## config.mk

```make
export PLATFORM = sky130hd
export DESIGN_NAME = uart_rx
export DESIGN_NICKNAME = d
export VERILOG_FILES = /design/src/rtl/uart_pkg.sv /design/src/rtl/sync_ff.sv /design/src/rtl/uart_rx.sv
export SDC_FILE = /design/constraint.sdc
export NUM_CORES = 1
export LEC_CHECK = 0
export CORE_MARGIN = 3
export CORE_UTILIZATION = 30
export CTS_BUF_LIST = sky130_fd_sc_hd__clkbuf_4
export DETAILED_ROUTE_END_ITERATION = 6
export GPL_TIMING_DRIVEN = 0
export PLACE_DENSITY = 0.57
export SLEW_MARGIN = 30
export SYNTH_ARGS = -nofsm -noshare
export SYNTH_HDL_FRONTEND = slang
export SYNTH_SLANG_ARGS = --single-unit
```

## constraint.sdc

```tcl
create_clock -name clk -period 2.09 [get_ports clk]
set_input_delay 0.418 -clock clk [delete_from_list [all_inputs] [get_ports clk]]
set_output_delay 0.418 -clock clk [all_outputs]
set_load 0.005 [all_outputs]
```

## src/rtl/uart_pkg.sv

```systemverilog
// Shared constants for the UART receive path: FSM state encoding and framing sizes.
package uart_pkg;
    localparam int CLKS_PER_BIT_DEF = 104;
    localparam int DATA_BITS        = 8;

    localparam logic [2:0] S_IDLE  = 3'd0;
    localparam logic [2:0] S_START = 3'd1;
    localparam logic [2:0] S_DATA  = 3'd2;
    localparam logic [2:0] S_STOP  = 3'd3;
    localparam logic [2:0] S_BREAK = 3'd4;
endpackage

```

## src/rtl/sync_ff.sv

```systemverilog
// Multi-stage single-bit synchroniser for an asynchronous input.
module sync_ff #(
    parameter int   STAGES  = 2,
    parameter logic RST_VAL = 1'b1
) (
    input  logic clk,
    input  logic rst,
    input  logic d,
    output logic q
);
    logic [STAGES-1:0] ff;

    always_ff @(posedge clk or negedge rst) begin
        if (!rst) ff <= {STAGES{RST_VAL}};
        else      ff <= {ff[STAGES-2:0], d};
    end

    assign q = ff[STAGES-1];
endmodule

```

## src/rtl/uart_rx.sv

```systemverilog
// 8N1 UART receiver: synchronised rx, mid-bit sampling, byte strobe and framing-error pulse.
module uart_rx
    import uart_pkg::*;
#(
    parameter int CLKS_PER_BIT = CLKS_PER_BIT_DEF,
    parameter int SYNC_STAGES  = 2
) (
    input  logic                 clk,
    input  logic                 rst,
    input  logic                 rx,
    output logic [DATA_BITS-1:0] uart_data,
    output logic                 uart_data_stb,
    output logic                 frame_err,
    output logic                 busy
);
    localparam int CW = $clog2(CLKS_PER_BIT);
    localparam logic [CW-1:0] CNT_HALF = CW'(CLKS_PER_BIT / 2 - 1);
    localparam logic [CW-1:0] CNT_LAST = CW'(CLKS_PER_BIT - 1);

    logic                 rx_s;
    logic [2:0]           state;
    logic [CW-1:0]        cnt;
    logic [2:0]           bit_idx;
    logic [DATA_BITS-1:0] shreg;

    sync_ff #(.STAGES(SYNC_STAGES), .RST_VAL(1'b1)) u_sync (
        .clk (clk),
        .rst (rst),
        .d   (rx),
        .q   (rx_s)
    );

    always_ff @(posedge clk or negedge rst) begin
        if (!rst) begin
            state         <= S_IDLE;
            cnt           <= '0;
            bit_idx       <= '0;
            shreg         <= '0;
            uart_data     <= '0;
            uart_data_stb <= 1'b0;
            frame_err     <= 1'b0;
        end else begin
            uart_data_stb <= 1'b0;
            frame_err     <= 1'b0;
            case (state)
                S_IDLE: begin
                    if (!rx_s) begin
                        cnt   <= '0;
                        state <= S_START;
                    end
                end
                S_START: begin
                    // Re-check at mid start bit so short low glitches are dropped.
                    if (cnt == CNT_HALF) begin
                        if (!rx_s) begin
                            cnt     <= '0;
                            bit_idx <= '0;
                            state   <= S_DATA;
                        end else begin
                            state   <= S_IDLE;
                        end
                    end else begin
                        cnt <= cnt + CW'(1);
                    end
                end
                S_DATA: begin
                    if (cnt == CNT_LAST) begin
                        shreg <= {rx_s, shreg[DATA_BITS-1:1]};
                        cnt   <= '0;
                        if (bit_idx == 3'd7) state <= S_STOP;
                        else                 bit_idx <= bit_idx + 3'd1;
                    end else begin
                        cnt <= cnt + CW'(1);
                    end
                end
                S_STOP: begin
                    // Leaving at mid stop bit leaves half a bit to catch the next start edge.
                    if (cnt == CNT_LAST) begin
                        if (rx_s) begin
                            uart_data     <= shreg;
                            uart_data_stb <= 1'b1;
                            state         <= S_IDLE;
                        end else begin
                            frame_err <= 1'b1;
                            state     <= S_BREAK;
                        end
                    end else begin
                        cnt <= cnt + CW'(1);
                    end
                end
                S_BREAK: begin
                    if (rx_s) state <= S_IDLE;
                end
                default: state <= S_IDLE;
            endcase
        end
    end

    assign busy = (state != S_IDLE);
endmodule

```

==> flow_summary.rst, run 1 <==
.. list-table::
   :header-rows: 1

   * - Metric
     - Value
   * - Antenna Nets Post-Route
     - 0
   * - Drt pass-1 iters
     - 4
   * - Worst IR Drop VDD
     - 320 uV
   * - Vias per cell
     - 4.88
   * - Area of the core
     - 4820 um2
   * - Pin count of the biggest net entering global routing
     - 20
   * - CTS Buf Count
     - 5
   * - Post-DP HPWL
     - 2050 um
   * - Fill cell instance count of the final layout
     - 467
   * - Reg-to-Reg End
     - bit_idx[0]$_DFFE_PN0P_
   * - Site Rows
     - 25
   * - Number of flip-flops and latches in the synthesized netlist
     - 33
   * - Vias in the first global route
     - 1106
   * - Setup clock skew after layout
     - 0.00520 ns
   * - Final estimated routing congestion in global placement
     - 0.783
   * - First-pass GRT wire length
     - 5000 um
   * - Full die area
     - 5940 um2
   * - Top-level port count
     - 14
   * - Initial Utilization
     - 31.5%
   * - Average footprint of a synthesized cell
     - 12.2 um2
   * - Power Total
     - 1.14 mW
   * - Post-route minimum period
     - 2.03 ns
   * - Antenna violations before repair
     - 0
   * - Required time of the critical path
     - 2.32 ns
   * - Clock Tree Root
     - sky130_fd_sc_hd__clkbuf_4
   * - Diodes inserted
     - 0
   * - YS warnings
     - 0
   * - Max-cap check violation count
     - 0
   * - Signal arrival time at the worst endpoint
     - 2.25 ns
   * - Pin slew with the least headroom to its limit
     - 0.543 ns
   * - Fmax
     - 494 MHz
   * - Gate Count Post-Synth
     - 124
   * - H-tree Lvls
     - 2
   * - Fraction of final layout cells sized beyond drive strength 1
     - 34.8%
   * - Worst setup slack for register-to-register paths
     - 0.06 ns
   * - TritonCTS clock tree
     - yes
   * - Class of the most critical hold timing path
     - register to register
   * - Main synth FF type
     - sky130_fd_sc_hd__dfrtp_1
   * - Worst-path clk slew
     - 0.10 ns
   * - Final-report setup violation count
     - 0
   * - Worst skew pair latency
     - 0.33 ns
   * - Headroom to the max-slew limit
     - 63.3%
   * - Final Max Tran Viols
     - 0
   * - Startpoint Class
     - register
   * - Leakage power
     - 0.923 nW
   * - Reg2Reg Depth
     - 6
   * - Syn nets
     - 130
   * - Syn Std Cell Area
     - 1520 um2
   * - DR WL/cell
     - 12.8 um
   * - Part of the Yosys area used for sequential elements
     - 54.7%
   * - Worst flop-to-flop path startpoint
     - bit_idx[0]$_DFFE_PN0P_
   * - Drt drc
     - 0
   * - Post-Route WL
     - 2870 um
   * - Growth of design area from synthesis to finish
     - 29.1%
   * - Global routing usage summed across all routing layers
     - 10.4%
   * - Worst hold-check slack
     - 0.362 ns
   * - Timing startpoint of the critical path
     - bit_idx[0]$_DFFE_PN0P_
   * - Die Height
     - 77.1 um
   * - Number of violations reported at the end of detailed-routing iteration 0
     - 98
   * - Worst Setup Path Type
     - register to register
   * - CTS max path bufs
     - 2
   * - Number of nets in the finished design
     - 163
   * - Final hold vios
     - 0
   * - Result of the run
     - finished, final reports clean
   * - Floorplan die width
     - 77.1 um
   * - Clock Sink Count
     - 33
   * - EDFF count, synth
     - 0
   * - Number of input and output port buffers inserted
     - 13
   * - Total power density per cell area
     - 582 nW/um2
   * - Distinct cell type count after synthesis
     - 36
   * - Critical path capture point
     - bit_idx[0]$_DFFE_PN0P_
   * - Worst Path Max Fanout
     - 4
   * - Critical path endpoint category
     - register
   * - Vias
     - 1097
   * - Share of the clock period used by the worst path
     - 96.9%
   * - Total congestion overflow
     - 0
   * - Proportion of synthesized flip-flops having asynchronous set or reset
     - 100%
-- worst min path at each step --
| stage | start | end | cells after the start |
|---|---|---|---|
| after floorplan | rst | bit_idx[0]$_DFFE_PN0P_ | 0 |
| after global placement | u_sync.ff[0]$_DFF_PN1_ | u_sync.ff[1]$_DFF_PN1_ | 0 |
| after detailed placement | u_sync.ff[0]$_DFF_PN1_ | u_sync.ff[1]$_DFF_PN1_ | 0 |
| after CTS | u_sync.ff[0]$_DFF_PN1_ | u_sync.ff[1]$_DFF_PN1_ | 0 |
| after global routing | u_sync.ff[0]$_DFF_PN1_ | u_sync.ff[1]$_DFF_PN1_ | 0 |
| final | u_sync.ff[0]$_DFF_PN1_ | u_sync.ff[1]$_DFF_PN1_ | 0 |
-- where the power goes --
part           internal (mW)  leakage [nW]  switching (mW)
logic                0.00988         0.442          0.0168
clock network          0.262        0.0433           0.208
registers              0.641         0.438        0.000420
total                  0.913         0.923           0.225
-- placed cells by master, fill, tap and decap left out, drive strengths merged, types with 2 or more instances in the layout --
cell / count
dfrtp: 31
mux2: 18
a311o: 2
clkbuf: 8
nor4: 3
ha: 3
nor3: 3
nand3b: 2
buf: 18
a21oi: 4
nor2: 5
clkdlybuf4s50: 12
o21ai: 3
a22o: 5
inv: 4
nand2: 7
a211oi: 2
nand3: 4
dfstp: 2
or3: 3
xor2: 2
-- routing by layer --
layer	vias up	share of wire [%]	global-route usage (%)
met2	16	51	17.6
li1	522	-	-
met1	554	45	12.0
met5	-	0	0
met3	5	2.0	2.70
met4	0	2.4	5.69
-- worst max-delay path, stage by stage, from the launching register on --
cell and delay [ns]:
sky130_fd_sc_hd__dfrtp_1 0.40, sky130_fd_sc_hd__ha_1 0.20, sky130_fd_sc_hd__ha_1 0.20, sky130_fd_sc_hd__or4b_4 0.50, sky130_fd_sc_hd__nor3_4 0.24, sky130_fd_sc_hd__o21ai_2 0.11
sky130_fd_sc_hd__mux2_2 0.27
-- per-stage QoR --
stage | setup slack [ns] | setup TNS (ns) | cell area [um2] | cells | utilization [%]
floorplan | 0.129 | 0 | 1520 | 124 | -
global placement | -0.117 | -0.918 | 1730 | 204 | 35.9
detailed placement | -0.180 | -1.42 | 1750 | 205 | 36.4
CTS | 0.0221 | 0 | 1870 | 217 | 38.9
global route | -0.0139 | -0.0162 | 1960 | 225 | 40.6
finish | 0.0640 | 0 | 1960 | 225 | 40.6
-- cell type report --
class                           instances  area (um2)  area share (%)
Timing Repair Buffer                   26         249            12.7
Inverter                                4        15.0           0.768
Clock buffer                            6        45.0            2.30
Buffer                                  7        38.8            1.98
Multi-Input combinational cell         80         661            33.8
Sequential cell                        33         830            42.4
Clock inverter                          2        33.8            1.73
Tap cell                               67        83.8            4.29
-- synthesized netlist by cell type (3+ instances only) --
library cell              count  area [um2]
sky130_fd_sc_hd__dfrtp_1     31         776
sky130_fd_sc_hd__mux2_2      18         203
sky130_fd_sc_hd__nand2_1      7        26.3
sky130_fd_sc_hd__a22o_1       5        43.8
sky130_fd_sc_hd__buf_2        5        25.0
sky130_fd_sc_hd__nor2_1       5        18.8
sky130_fd_sc_hd__a21oi_1      4        20.0
sky130_fd_sc_hd__inv_1        4        15.0
sky130_fd_sc_hd__nand3_1      4        20.0
sky130_fd_sc_hd__ha_1         3        37.5
sky130_fd_sc_hd__o21ai_0      3        15.0
sky130_fd_sc_hd__or3_1        3        18.8
-- kinds of logic (layout without fill, tap and decap cells) --
group / count (synthesis) / in the layout / share of synthesized area, %
buffers and inverters: 11 / 45 / 3.14
adder cells (fa/ha/maj): 3 / 3 / 2.48
flip-flops: 33 / 33 / 54.7
XOR/XNOR: 3 / 3 / 1.73
AO/OA/AOI/OAI: 24 / 24 / 12.1
multiplexers: 18 / 18 / 13.4
AND/OR/NAND/NOR: 32 / 32 / 12.6
-- state kept, by name (all words and copies together), names as in the netlist --
| name | count |
|---|---|
| shreg | 8 |
| uart_data | 8 |
| cnt | 7 |
| bit_idx | 3 |
| state | 3 |
| u_sync.ff | 2 |
| frame_err | 1 |
| uart_data_stb | 1 |
-- timing repair --
action,4_1_cts,5_1_grt
resized for setup,5,7
cloned,0,0
hold buffers,1,0
endpoints found under the setup margin,10,19
hold endpoints to repair,14,0
setup buffers,3,8
pin swaps,1,1
(Power assumes the default switching activity.)
==> run 2, diff against run 1 <==
Settings changed: CORE_MARGIN 3 to 1.5, PLACE_DENSITY 0.57 to 0.56, SYNTH_HIERARCHICAL set to 1.
==> flow_summary.rst, run 2 <==
.. list-table::
   :header-rows: 1

   * - Metric
     - Value
   * - Result of the run
     - finished, final reports clean (unchanged)
   * - Number of violations reported at the end of detailed-routing iteration 0
     - 52 (was 98)
   * - Number of input and output port buffers inserted
     - 13 (unchanged)
   * - Fmax
     - 505 MHz (was 494 MHz)
   * - Number of buffers and inverters on the critical path
     - 2 (was 0)
   * - Post-synthesis xor/xnor area fraction
     - 0.526% (was 1.73%)
   * - CTS max path bufs
     - 2 (unchanged)
   * - Multiplexer area fraction after synthesis
     - 14.4% (was 13.4%)
   * - Worst skew pair latency
     - 0.33 ns (about the same)
   * - Global-route track usage on met2
     - 21.4% (was 17.6%)
   * - Synth area leaders
     - sky130_fd_sc_hd__dfrtp_1, sky130_fd_sc_hd__mux2_4, sky130_fd_sc_hd__mux2_1, sky130_fd_sc_hd__dfstp_2, sky130_fd_sc_hd__ha_1 (was sky130_fd_sc_hd__dfrtp_1, sky130_fd_sc_hd__mux2_2, sky130_fd_sc_hd__dfstp_2, sky130_fd_sc_hd__a22o_1, sky130_fd_sc_hd__ha_1)
   * - Final estimated routing congestion in global placement
     - 0.851 (was 0.783)
   * - Top flop regs
     - shreg: 8 flops, uart_data: 8 flops, cnt: 7 flops (unchanged)
   * - Number of nets in the finished design
     - 171 (was 163)
   * - Antenna violations before repair
     - 0 (unchanged)
   * - Leading cell type by number of instances after synthesis
     - sky130_fd_sc_hd__dfrtp_1 (unchanged)
   * - Class of the most critical hold timing path
     - register to register (unchanged)
   * - Worst IR Drop VDD
     - 255 uV (was 320 uV)
   * - First-pass GRT wire length
     - 6120 um (was 5000 um)
   * - TritonCTS clock tree
     - yes (unchanged)
   * - CTS Buf Count
     - 5 (unchanged)
   * - Area of all sequential standard cells
     - 832 um2 (was 830 um2)
   * - Drt drc
     - 0 (unchanged)
   * - Worst Setup Path Type
     - register to output port (was register to register)
   * - Required time of the critical path
     - 1.67 ns (was 2.32 ns)
   * - Syn nets
     - 149 (was 130)
   * - Drt pass-1 iters
     - 5 (was 4)
   * - Distinct cell type count after synthesis
     - 47 (was 36)
   * - Share of synthesized cell area in and, or, nand and nor gates
     - 15.0% (was 12.6%)
   * - Final worst-path setup slack
     - 0.111 ns (was 0.0640 ns)
   * - Layer with the highest usage
     - met2 (unchanged)
   * - Power Total
     - 1.03 mW (was 1.14 mW)
   * - Headroom to the max-slew limit
     - 62.9% (was 63.3%)
   * - Share of the clock period used by the worst path
     - 94.7% (was 96.9%)
   * - Master of the slowest instance on the critical path
     - sky130_fd_sc_hd__dfrtp_2 (was sky130_fd_sc_hd__or4b_4)
   * - Number of flip-flops and latches in the synthesized netlist
     - 33 (unchanged)
   * - Average footprint of a synthesized cell
     - 11.6 um2 (was 12.2 um2)
   * - Setup clock skew after layout
     - 0.0141 ns (was 0.00520 ns)
   * - Part of the Yosys area used for sequential elements
     - 49.8% (was 54.7%)
   * - Placement-stage worst setup slack
     - -0.0680 ns (was -0.180 ns)
   * - Final Max Tran Viols
     - 0 (unchanged)
   * - Critical path endpoint category
     - output port (was register)
   * - Most instantiated cells after synthesis
     - sky130_fd_sc_hd__dfrtp_1, sky130_fd_sc_hd__inv_1, sky130_fd_sc_hd__mux2_1, sky130_fd_sc_hd__mux2_4, sky130_fd_sc_hd__nand2_1 (was sky130_fd_sc_hd__dfrtp_1, sky130_fd_sc_hd__mux2_2, sky130_fd_sc_hd__nand2_1)
   * - Met1 Usage GRT
     - 16.3% (was 12.0%)
   * - Cell type with the highest aggregate area in the netlist
     - sky130_fd_sc_hd__dfrtp_1 (unchanged)
   * - EDFF count, synth
     - 0 (unchanged)
   * - Final-report setup violation count
     - 0 (unchanged)
   * - Area of the core
     - 5240 um2 (was 4820 um2)
   * - Clock Tree Root
     - sky130_fd_sc_hd__clkbuf_4 (unchanged)
   * - Worst-path clk slew
     - 0.11 ns (was 0.10 ns)
   * - Layout Cells excl Fill
     - 236 (was 225)
   * - YS warnings
     - 6 (was 0)
   * - Total power density per cell area
     - 511 nW/um2 (was 582 nW/um2)
   * - H-tree Lvls
     - 2 (unchanged)
   * - Final hold vios
     - 0 (unchanged)
   * - Vias per cell
     - 5.29 (was 4.88)
   * - Post-DP HPWL
     - 2540 um (was 2050 um)
   * - Multi-input logic area
     - 800 um2 (was 661 um2)
   * - Die Height
     - 77.5 um (was 77.1 um)
   * - Growth of design area from synthesis to finish
     - 21.5% (was 29.1%)
   * - Full die area
     - 6000 um2 (was 5940 um2)
   * - Startpoint Class
     - register (unchanged)
   * - Global routing usage summed across all routing layers
     - 12.9% (was 10.4%)
   * - Leakage power
     - 0.946 nW (was 0.923 nW)
   * - Commonest non-fill, non-tap cell in the layout
     - sky130_fd_sc_hd__dfrtp_1 (unchanged)
   * - Gate Count Post-Synth
     - 143 (was 124)
   * - Total congestion overflow
     - 0 (unchanged)
   * - Clock Sink Count
     - 33 (unchanged)
   * - DR WL/cell
     - 14.8 um (was 12.8 um)
   * - Signal arrival time at the worst endpoint
     - 1.56 ns (was 2.25 ns)
   * - Post-route minimum period
     - 1.98 ns (was 2.03 ns)
   * - Biggest cell delay along the critical path
     - 0.43 ns (was 0.50 ns)
   * - Adder and majority gate portion of the synthesized area
     - 2.26% (was 2.48%)
   * - Placed Cells incl. Taps
     - 227 (was 205)
   * - Fraction of final layout cells sized beyond drive strength 1
     - 24.1% (was 34.8%)
   * - Pin count of the biggest net entering global routing
     - 20 (unchanged)
   * - Met3 demand-to-capacity share in global routing
     - 3.29% (was 2.70%)
   * - Post-Route WL
     - 3500 um (was 2870 um)
   * - Syn Std Cell Area
     - 1660 um2 (was 1520 um2)
   * - Total Negative Setup Slacks
     - 0 ns (unchanged)
   * - Worst Path Max Fanout
     - 10 (was 4)
   * - Combinational family with the most area after synthesis
     - simple AND/OR/NAND/NOR gates (was multiplexers)
   * - Top-level port count
     - 14 (unchanged)
   * - Vias in the first global route
     - 1239 (was 1106)
   * - Antenna Nets Post-Route
     - 0 (unchanged)
   * - Fill cell instance count of the final layout
     - 511 (was 467)
   * - Max-cap check violation count
     - 0 (unchanged)
   * - Family with the most delay on the worst path
     - buffers and inverters (was simple AND/OR/NAND/NOR gates)
   * - Pin slew with the least headroom to its limit
     - 0.552 ns (was 0.543 ns)
   * - Highest-count cells in the layout ignoring fill and taps
     - sky130_fd_sc_hd__dfrtp_1, sky130_fd_sc_hd__clkdlybuf4s50_1 (was sky130_fd_sc_hd__dfrtp_1, sky130_fd_sc_hd__mux2_2, sky130_fd_sc_hd__clkdlybuf4s50_1)
   * - Diodes inserted
     - 0 (unchanged)
   * - Share of the synthesized area in the top cell type
     - 46.6% (was 51.2%)
   * - Synthesized-area fraction occupied by ao, oa, aoi and oai cells
     - 14.1% (was 12.1%)
   * - Main synth FF type
     - sky130_fd_sc_hd__dfrtp_1 (unchanged)
   * - Sequence of cells on the critical path
     - clkbuf_8 -> or3_1 -> dlygate4sd2_1 (was ha_1 -> ha_1 -> or4b_4 -> nor3_4 -> o21ai_2 -> mux2_2)
   * - Site Rows
     - 26 (was 25)
   * - Initial Utilization
     - 31.8% (was 31.5%)
   * - Floorplan die width
     - 77.5 um (was 77.1 um)
   * - Vias
     - 1249 (was 1097)
   * - Proportion of synthesized flip-flops having asynchronous set or reset
     - 100% (unchanged)
run 2: final cells by class:
type,count,share of cell area (%)
Buffer,5,2.04
Clock buffer,6,2.23
Clock inverter,2,0.495
Inverter,8,1.49
Multi-Input combinational cell,95,39.5
Sequential cell,33,41.2
Tap cell,70,4.33
Timing Repair Buffer,17,8.73
run 2: stage by stage:
step | cell area, um2 | hold WS (ns) | utilization, %
6_report | 2020 | 0.363 | 38.6
5_1_grt | 2020 | 0.371 | 38.6
4_1_cts | 2000 | 0.364 | 38.2
3_5_place_dp | 1900 | 0.348 | 36.4
3_3_place_gp | 1880 | 0.350 | 35.9
2_1_floorplan | 1660 | 0.122 | -
run 2: power breakdown:
group | switching (mW) | internal, mW | total [mW] | leakage, nW
clock | 0.218 | 0.141 | 0.359 | 0.0354
sequential | 0.000959 | 0.642 | 0.643 | 0.436
combinational | 0.0198 | 0.0106 | 0.0305 | 0.475
total | 0.239 | 0.793 | 1.03 | 0.946
run 2: timing repair:
action / CTS / global route
setup buffers: 2 / 0
endpoints found under the hold margin: 3 / 0
hold buffers: 1 / 0
pin swaps: 0 / 1
setup endpoints to repair: 9 / 10
gates resized for setup: 10 / 4
run 2: metal layers:
layer | share of wire (%) | routed length [um] | vias to the layer above
li1 | - | - | 573
met1 | 45 | 1570 | 642
met2 | 50 | 1730 | 27
met3 | 3.9 | 138 | 7
met4 | 1.6 | 55 | 0
met5 | 0 | 0 | -
run 2: logic make-up (layout without fill, tap and decap cells):
group | after synthesis | count (layout)
xor+xnor | 1 | 1
flops | 33 | 33
compound gates | 32 | 32
fa+ha+maj | 3 | 3
mux | 19 | 19
buf+inv | 15 | 38
simple gates | 40 | 40
run 2: path summary, 6_finish.rpt:
path	startpoint	end	slack, ns	cells past startpoint
max reg2reg	cnt[0]$_DFFE_PN0P_	uart_data[6]$_DFFE_PN0P_	0.15	5
min reg2reg	u_sync/ff[0]$_DFF_PN1_	u_sync/ff[1]$_DFF_PN1_	0.36	0
max in group asynchronous	rst	uart_data[5]$_DFFE_PN0P_	1.11	3
max	state[2]$_DFFE_PN0P_	busy	0.11	3
min	u_sync/ff[0]$_DFF_PN1_	u_sync/ff[1]$_DFF_PN1_	0.36	0
min in group asynchronous	rst	state[0]$_DFFE_PN0P_	0.53	2
